### src/rtl/exe_ctrl.sv
// exe_ctrl: execute-stage pipeline control.
// Arbitrates between memory back-pressure, iterative multi-cycle ALU ops,
// taken jumps and load-use hazards, and produces the per-stage stall/flush
// vectors (bit0 pc, 1 if_id, 2 id_exe, 3 exe_mem, 4 mem_wb), the pc redirect,
// the go/valid handshake to the multi-cycle unit and a stall-cycle counter.
//
// Multi-cycle handshake: mc_go_o is a one-cycle start pulse issued from IDLE
// when mc_req_i is seen and memory is not busy; the unit then runs for
// MC_CYCLES cycles (or until mc_done_i), and mc_valid_o is held in DONE until
// exe_mem can capture it (i.e. until mem_busy_i is low).
module exe_ctrl #(
   parameter int unsigned MC_CYCLES = 32
) (
   input  logic        clk_i,
   input  logic        rst_i,
   input  logic        jumpe_i,
   input  logic [31:0] jump_addr_i,
   input  logic        exe_mem_re_i,
   input  logic        exe_reg_we_i,
   input  logic [4:0]  exe_reg_waddr_i,
   input  logic        id_rs1_re_i,
   input  logic        id_rs2_re_i,
   input  logic [4:0]  id_rs1_addr_i,
   input  logic [4:0]  id_rs2_addr_i,
   input  logic        mc_req_i,
   input  logic        mc_done_i,
   input  logic        mem_busy_i,
   output logic [4:0]  stall_o,
   output logic [4:0]  flush_o,
   output logic        jump_o,
   output logic [31:0] jump_addr_o,
   output logic        mc_go_o,
   output logic        mc_valid_o,
   output logic [31:0] stall_cnt_o
);

   localparam int unsigned CW = $clog2(MC_CYCLES + 1);
   localparam logic [CW-1:0] CNT_INIT = CW'(MC_CYCLES - 1);

   localparam logic [4:0] ST_ALL   = 5'b11111;
   localparam logic [4:0] ST_MC    = 5'b00111;
   localparam logic [4:0] FL_MC    = 5'b01000;
   localparam logic [4:0] FL_JUMP  = 5'b00110;
   localparam logic [4:0] ST_LOAD  = 5'b00011;
   localparam logic [4:0] FL_LOAD  = 5'b00100;

   typedef enum logic [1:0] {
      S_IDLE = 2'd0,
      S_RUN  = 2'd1,
      S_DONE = 2'd2
   } state_e;

   state_e         state_q, state_d;
   logic [CW-1:0]  cnt_q, cnt_d;
   logic [31:0]    stall_cnt_q, stall_cnt_d;
   logic           load_use;

   // Load-use hazard: a load in exe writes a register that id is reading now.
   always_comb begin
      load_use = exe_mem_re_i && exe_reg_we_i && (exe_reg_waddr_i != 5'd0) &&
                 ((id_rs1_re_i && (id_rs1_addr_i == exe_reg_waddr_i)) ||
                  (id_rs2_re_i && (id_rs2_addr_i == exe_reg_waddr_i)));
   end

   // State register, down-counter and stall counter.
   always_ff @(posedge clk_i) begin
      if (rst_i) begin
         state_q     <= S_IDLE;
         cnt_q       <= '0;
         stall_cnt_q <= '0;
      end else begin
         state_q     <= state_d;
         cnt_q       <= cnt_d;
         stall_cnt_q <= stall_cnt_d;
      end
   end

   // Next state: the unit free-runs, so RUN advances even under mem_busy_i;
   // only the DONE->IDLE hand-off waits for memory to accept the result.
   always_comb begin
      state_d     = state_q;
      cnt_d       = cnt_q;
      stall_cnt_d = stall_cnt_q + {31'd0, (stall_o != 5'd0)};
      case (state_q)
         S_IDLE: begin
            if (mc_req_i && !mem_busy_i) begin
               state_d = S_RUN;
               cnt_d   = CNT_INIT;
            end
         end
         S_RUN: begin
            if ((cnt_q == '0) || mc_done_i) begin
               state_d = S_DONE;
               cnt_d   = '0;
            end else begin
               cnt_d = cnt_q - CW'(1);
            end
         end
         S_DONE: begin
            if (!mem_busy_i) begin
               state_d = S_IDLE;
            end
         end
         default: begin
            state_d = S_IDLE;
            cnt_d   = '0;
         end
      endcase
   end

   // Outputs: fixed priority reset > mem busy > multi-cycle > jump > load-use.
   always_comb begin
      stall_o     = 5'd0;
      flush_o     = 5'd0;
      jump_o      = 1'b0;
      jump_addr_o = 32'd0;
      mc_go_o     = 1'b0;
      mc_valid_o  = 1'b0;
      if (rst_i) begin
         stall_o = 5'd0;
      end else if (mem_busy_i) begin
         stall_o    = ST_ALL;
         mc_valid_o = (state_q == S_DONE);
      end else begin
         case (state_q)
            S_IDLE: begin
               if (mc_req_i) begin
                  mc_go_o = 1'b1;
                  stall_o = ST_MC;
                  flush_o = FL_MC;
               end else if (jumpe_i) begin
                  jump_o      = 1'b1;
                  jump_addr_o = jump_addr_i;
                  flush_o     = FL_JUMP;
               end else if (load_use) begin
                  stall_o = ST_LOAD;
                  flush_o = FL_LOAD;
               end
            end
            S_RUN: begin
               stall_o = ST_MC;
               flush_o = FL_MC;
            end
            S_DONE: begin
               mc_valid_o = 1'b1;
            end
            default: begin
               stall_o = 5'd0;
            end
         endcase
      end
   end

   assign stall_cnt_o = stall_cnt_q;

endmodule
### config.mk
export PLATFORM = sky130hd
export DESIGN_NAME = exe_ctrl
export DESIGN_NICKNAME = d
export VERILOG_FILES = /design/src/rtl/exe_ctrl.sv
export SDC_FILE = /design/constraint.sdc
export NUM_CORES = 1
export LEC_CHECK = 0
export ABC_AREA = 1
export CORE_MARGIN = 2
export CORE_UTILIZATION = 43
export CTS_BUF_LIST = sky130_fd_sc_hd__clkbuf_8
export DETAILED_ROUTE_END_ITERATION = 7
export PLACE_DENSITY = 0.91
export SLEW_MARGIN = 25
export SYNTH_ARGS = -nofsm -noshare
export SYNTH_HDL_FRONTEND = slang
export SYNTH_SLANG_ARGS = --single-unit
### constraint.sdc
create_clock -name clk_i -period 2.3 [get_ports clk_i]
set_clock_uncertainty 0.1 [all_clocks]
set_input_delay 0.23 -clock clk_i [delete_from_list [all_inputs] [get_ports clk_i]]
set_output_delay 0.23 -clock clk_i [all_outputs]
set_load 0.02 [all_outputs]
# == Word-level counts from Yosys, hierarchy flattened ==
# Index checks and enable logic that the tools add are counted.
# totals
ff_bits,40
latch_bits,0
mem_bits_rw,0
mem_bits_ro,0
input_bits,57
output_inout_bits,77
wordCells,64
memories,0
# op_classes
n_addsub,2
multipliers,0
div,0
order_cmp,0
n_eq_ne,7
shift,0
n_mux,36
bitwise_logic,1
reduce_logical,15
# ops
op,n
$mux W32,5
$add A32 B1 Y32,1
$pmux W6 S3,1
$mux W1,12
$mux W4,3
$mux W6,2
$eq A5 B5 Y1,2
$mux W2,5
$mux W5,2
$reduce_bool A5 Y1,2
$mux W3,3
$pmux W4 S2,1
$logic_and A1 B1 Y1,6
$logic_not A6 Y1,1
$ne A2 B2 Y1 const B,3
$pmux W2 S3,1
$pmux W3 S2,1
$sub A6 B1 Y6 const B,1
$reduce_and A3 Y1,1
$eq A2 B1 Y1 const B,1
$eq A2 B2 Y1 const B,1
$logic_not A2 Y1,1
$logic_or A1 B1 Y1,2
$reduce_and A2 Y1,1
2 further kinds,2

# == Depth between registers and ports, before layout ==
# depth
ltp_word,12
depth_mapped,17
depth_no_buf,17

# == Least setup slack after synthesis ==
# OpenSTA, ideal clock, no wires.
# synth_timing
kind,input port to flip-flop
start,input port exe_reg_waddr_i[3]
end,register stall_cnt_q[18] (netlist: stall_cnt_o[18])
setup_time_ns,0.114
arrival_time_ns,1.771
required_ns,2.086
setup_slack_ns,0.315
cell_stages,17
path_buffers,0
cell_sequence,inv_1 -> nand2_1 -> nand2_1 -> nor2_1 -> nand3_1 -> nand2_1 -> nand3_1 -> nand2_1 -> ha_1 -> ha_1 -> nand2_1 -> nor2_2 -> nand3_1 -> nor2_1 -> nand2_1 -> nand2_1 -> nor2_1
# synth_between
elab_chain_cells,12
word_cells_on_any_way,16
cone_classes,add/sub: 1; eq/ne: 2; mux: 6; reduce/logical: 7
# synth_lines
element,line,rtl
from (decl),20,"input logic [4:0] exe_reg_waddr_i,"
"$eq A5 B5 Y1, on equally long branches","61, 62",
"$logic_and A1 B1 Y1, on equally long branches","61, 62",
$logic_or A1 B1 Y1,61,((id_rs1_re_i && (id_rs1_addr_i == exe_reg_waddr_i)) ||
$logic_and A1 B1 Y1 *,60,load_use = exe_mem_re_i && exe_reg_we_i && (exe_reg_waddr_i != 5'd0) &&
$mux W2 *,135,end else if (load_use) begin
$mux W2 *,131,end else if (jumpe_i) begin
$mux W3 *,127,if (mc_req_i) begin
$pmux W3 S2 *,125,case (state_q)
$mux W5 *,121,end else if (mem_busy_i) begin
$mux W5 *,119,if (rst_i) begin
$reduce_bool A5 Y1 *,83,"stall_cnt_d = stall_cnt_q + {31'd0, (stall_o != 5'd0)};"
$add A32 B1 Y32 *,83,
to (signal assigned),74,stall_cnt_q <= stall_cnt_d;
to (decl),55,"logic [31:0] stall_cnt_q, stall_cnt_d;"
# Every way passes the cells marked *; elsewhere a longest branch is shown, timed or not.
# A chain may end at the register's enable or synchronous reset.

# == Worst setup path in the final report ==
# layout_timing
start,input port mem_busy_i
end,output port flush_o[2]
# layout_between
elab_chain_cells,2
# layout_lines
element,line,rtl
from (decl),27,"input logic mem_busy_i,"
$mux W4,121,
$mux W4,119,
to (decl),29,"output logic [4:0] flush_o,"
# Every way passes these cells.

==> impl_metrics.csv <==
group,metric,value,unit
run_status,run_status,"completed",
layout,post_route_cells_drive_above_1_share,9.10,%
sta,finalSetupViolCount,0,
run,cap_violations,0,
layout,stdcell_area,4460,um2
layout,sequential_cell_area_in_the_final_layout,801,um2
detailed_routing,wire_length_per_cell_after_detailed_routing,13.0,um
clocking,cts_inserted_buffers,5,
critical_path,worstSetupEndpointType,"primary output",
sta,holdWs,364,ps
floorplanning,core,6310,um2
power,power_leakage,2.16,nW
global_routing,first_pass_grt_wire_length,14900,um
clocking,insertion_delay,290,ps
sta,fin_setup_tns,0,ps
power,power.sequential.fraction,47.2,%
power,power_switching_share,28.7,%
logic_synthesis,post_synth_inst_count,500,
placed_design,placement.cell_area,4290,um2
logic_synthesis,synth.avg_cell_area,5.61,um2
placed_design,placed_wire_length_estimate,7320,um
logic_synthesis,yosysUniqueCellTypes,27,
detailed_routing,vias,3609,
logic_synthesis,synthesized_flop_and_latch_total,40,
logic_synthesis,dominantRegCellSynth,"sky130_fd_sc_hd__dfxtp_1",
layout,insertedDiodeCount,0,
sta,layout_worst_path_cycle_share,97.0,%
sta,report.final.slew_viol_count,0,
detailed_routing,route.detailed.vias_per_inst,4.98,
logic_synthesis,largest_family_of_logic_cells_by_synthesized_area,"simple AND/OR/NAND/NOR gates",
worst_hold_path,holdCritPathClass,"reg2reg",
floorplanning,initial_core_utilization,44.5,%
logic_synthesis,post_synth_and_or_nand_nor_area_fraction,44.1,%
detailed_routing,detail_route.drc_violations,0,
critical_path,timing_worst_setup_path_type,"in2out",
sta,finalHoldViolCount,0,
global_routing,initial_antenna_violation_count,0,
logic_synthesis,post_synth_instance_area,2810,um2
placed_design,count_of_buffers_from_port_buffering,131,
sta,final_critical_path_setup_slack,68.3,ps
clocking,clock-root-buffer,"sky130_fd_sc_hd__clkbuf_8",
floorplanning,die_h,84.8,um
power,total_switching_power,0.442,mW
detailed_routing,finalWirelength,9400,um
global_routing,number_of_global_route_vias_before_repair,3366,
clocking,cts_htree_levels,2,
power,cellInternalPower,1.10,mW
detailed_routing,initial_drt_pass_iterations,5,
critical_path,critical_path_peak_fanout,4,
floorplanning,io_pins,134,
floorplanning,die_area,7190,um2
power,clkPwrFrac,28.4,%
critical_path,arrival,1900,ps
clocking,clk_pin_slew,70,ps
sta,fin_crit,2230,ps
critical_path,worst_ep_required_time,1970,ps
global_routing,grt-ovfl-total,0,
logic_synthesis,synthMuxAreaShare,0,%
floorplanning,total_number_of_placement_rows,29,
layout,most_common_cell_after_layout_fill_and_taps_aside,"sky130_fd_sc_hd__nand2_1",
clocking,cts-root-to-sink-buffers,2,
placed_design,place_congestion,0.946,
power,power_density,345,nW/um2
layout,syn_to_final_growth,58.8,%
logic_synthesis,fraction_of_the_mapped_netlist_area_in_compound_gates,7.94,%
power,post-layout-total-power,1.54,mW
detailed_routing,detailedRoute.firstIterationViolations,279,
logic_synthesis,synth_xor_area_share,1.87,%
logic_synthesis,post_synth_fa_ha_maj_area_fraction,1.78,%
power,share_comb_of_total_power,24.4,%
power,vdd_drop_max,0.000365,V
layout,multiInputGateArea,1660,um2
clocking,cts_tree,"done",
placed_design,dpl_worst_slack,-426,ps
clocking,cts_hold_buffers,0,
logic_synthesis,post_synth_edffs,0,
critical_path,startpoint_type,"input pin",
sta,fmaxAchievable,0.448,GHz
floorplanning,die_w,84.8,um
layout,final.fill_count,515,
global_routing,largest_net_degree_at_the_start_of_global_routing,36,
layout,finalNetCount,709,
logic_synthesis,synthArstFlopShare,0,%
detailed_routing,antenna_violating_nets_post_route,0,
clocking,tritoncts_num_sinks,40,
logic_synthesis,ys_warn_count,0,
global_routing,global_route.usage.total,25.0,%
logic_synthesis,proportion_of_synthesized_chip_area_in_sequential_cells,28.5,%
layout,mostFrequentLayoutCells,"sky130_fd_sc_hd__nand2_1, sky130_fd_sc_hd__nor2_1, sky130_fd_sc_hd__inv_1",
==> worst max-delay path: stages <==
cell and delay [ps]:
sky130_fd_sc_hd__clkdlybuf4s50_1 510, sky130_fd_sc_hd__nor4_4 410, sky130_fd_sc_hd__buf_4 170, sky130_fd_sc_hd__buf_4 90, sky130_fd_sc_hd__nand3_1 90, sky130_fd_sc_hd__nand2_1 60
sky130_fd_sc_hd__dlygate4sd2_1 330
==> power groups by stage <==
stage	Clock, mW	Combinational (mW)	Sequential (mW)
2_1_floorplan	0	0.185	0.742
3_3_place_gp	0	0.367	0.739
3_5_place_dp	0	0.382	0.741
4_1_cts	0.437	0.376	0.725
5_1_grt	0.464	0.410	0.727
6_report	0.436	0.375	0.726
==> synth_stat cells, types with 2 or more instances <==
library cell              count  share of area [%]
sky130_fd_sc_hd__nor2_2      16                3.6
sky130_fd_sc_hd__xor2_1       5                1.6
sky130_fd_sc_hd__nand2_1    137                 18
sky130_fd_sc_hd__buf_6        3                1.2
sky130_fd_sc_hd__buf_1        2               0.27
sky130_fd_sc_hd__dfxtp_1     40                 29
sky130_fd_sc_hd__nor3_1       5               0.89
sky130_fd_sc_hd__ha_1         4                1.8
sky130_fd_sc_hd__buf_4        4                1.1
sky130_fd_sc_hd__o21ai_0     13                2.3
sky130_fd_sc_hd__inv_1       92                 12
sky130_fd_sc_hd__a21oi_1     30                5.3
sky130_fd_sc_hd__nor2_1     110                 15
sky130_fd_sc_hd__nand4_1      4               0.89
sky130_fd_sc_hd__buf_2        2               0.36
sky130_fd_sc_hd__nand3_1     22                3.9
==> layout make-up <==
class / count / area share [%]
well taps: 77 / 2.16
flip-flops and latches: 40 / 18.0
clock buffers: 5 / 1.54
multi-input cells: 355 / 37.3
repair buffers: 152 / 32.9
clock inverters: 2 / 0.197
inverters: 94 / 7.92
==> state kept, by name, indices dropped and copies added (netlist names) <==
name	flops
stall_cnt_o	32
cnt_q	6
state_q	2
==> kinds of logic (layout without fill, tap and decap cells) <==
kind of cell | Yosys count | after routing
compound gates | 44 | 44
xor+xnor | 6 | 6
fa+ha+maj | 4 | 4
buf+inv | 106 | 253
flops | 40 | 40
other cells | 1 | 2
simple gates | 299 | 299
==> final timing paths <==
path              slack, ps                          to                    start  cells past startpoint
setup / recovery         70                  flush_o[2]               mem_busy_i                      7
hold / removal          360       cnt_q[5]$_SDFFE_PP0P_    cnt_q[5]$_SDFFE_PP0P_                      2
setup reg to reg        220  stall_cnt_o[11]$_SDFF_PP0_  state_q[0]$_SDFFE_PP0P_                     12
hold reg to reg         360       cnt_q[5]$_SDFFE_PP0P_    cnt_q[5]$_SDFFE_PP0P_                      2
==> repair_timing <==
action	in CTS	in global routing
gates resized for setup	49	29
setup buffers	2	0
endpoints found under the setup margin	48	27
pin swaps	5	9
==> layer usage <==
metal	up-vias	global-route usage (%)	wire length, um
li1	1787	-	-
met4	0	8.51	225
met1	1643	28.9	3640
met5	-	0	0
met2	156	45.7	4920
met3	23	4.72	621
==> through the flow <==
step / std cells / utilization, %
floorplan: 501 / -
global placement: 716 / 67.9
detailed placement: 716 / 67.9
CTS: 725 / 69.2
global route: 725 / 70.6
finish: 725 / 70.6
Note: power is estimated with default switching activity, not from simulation.
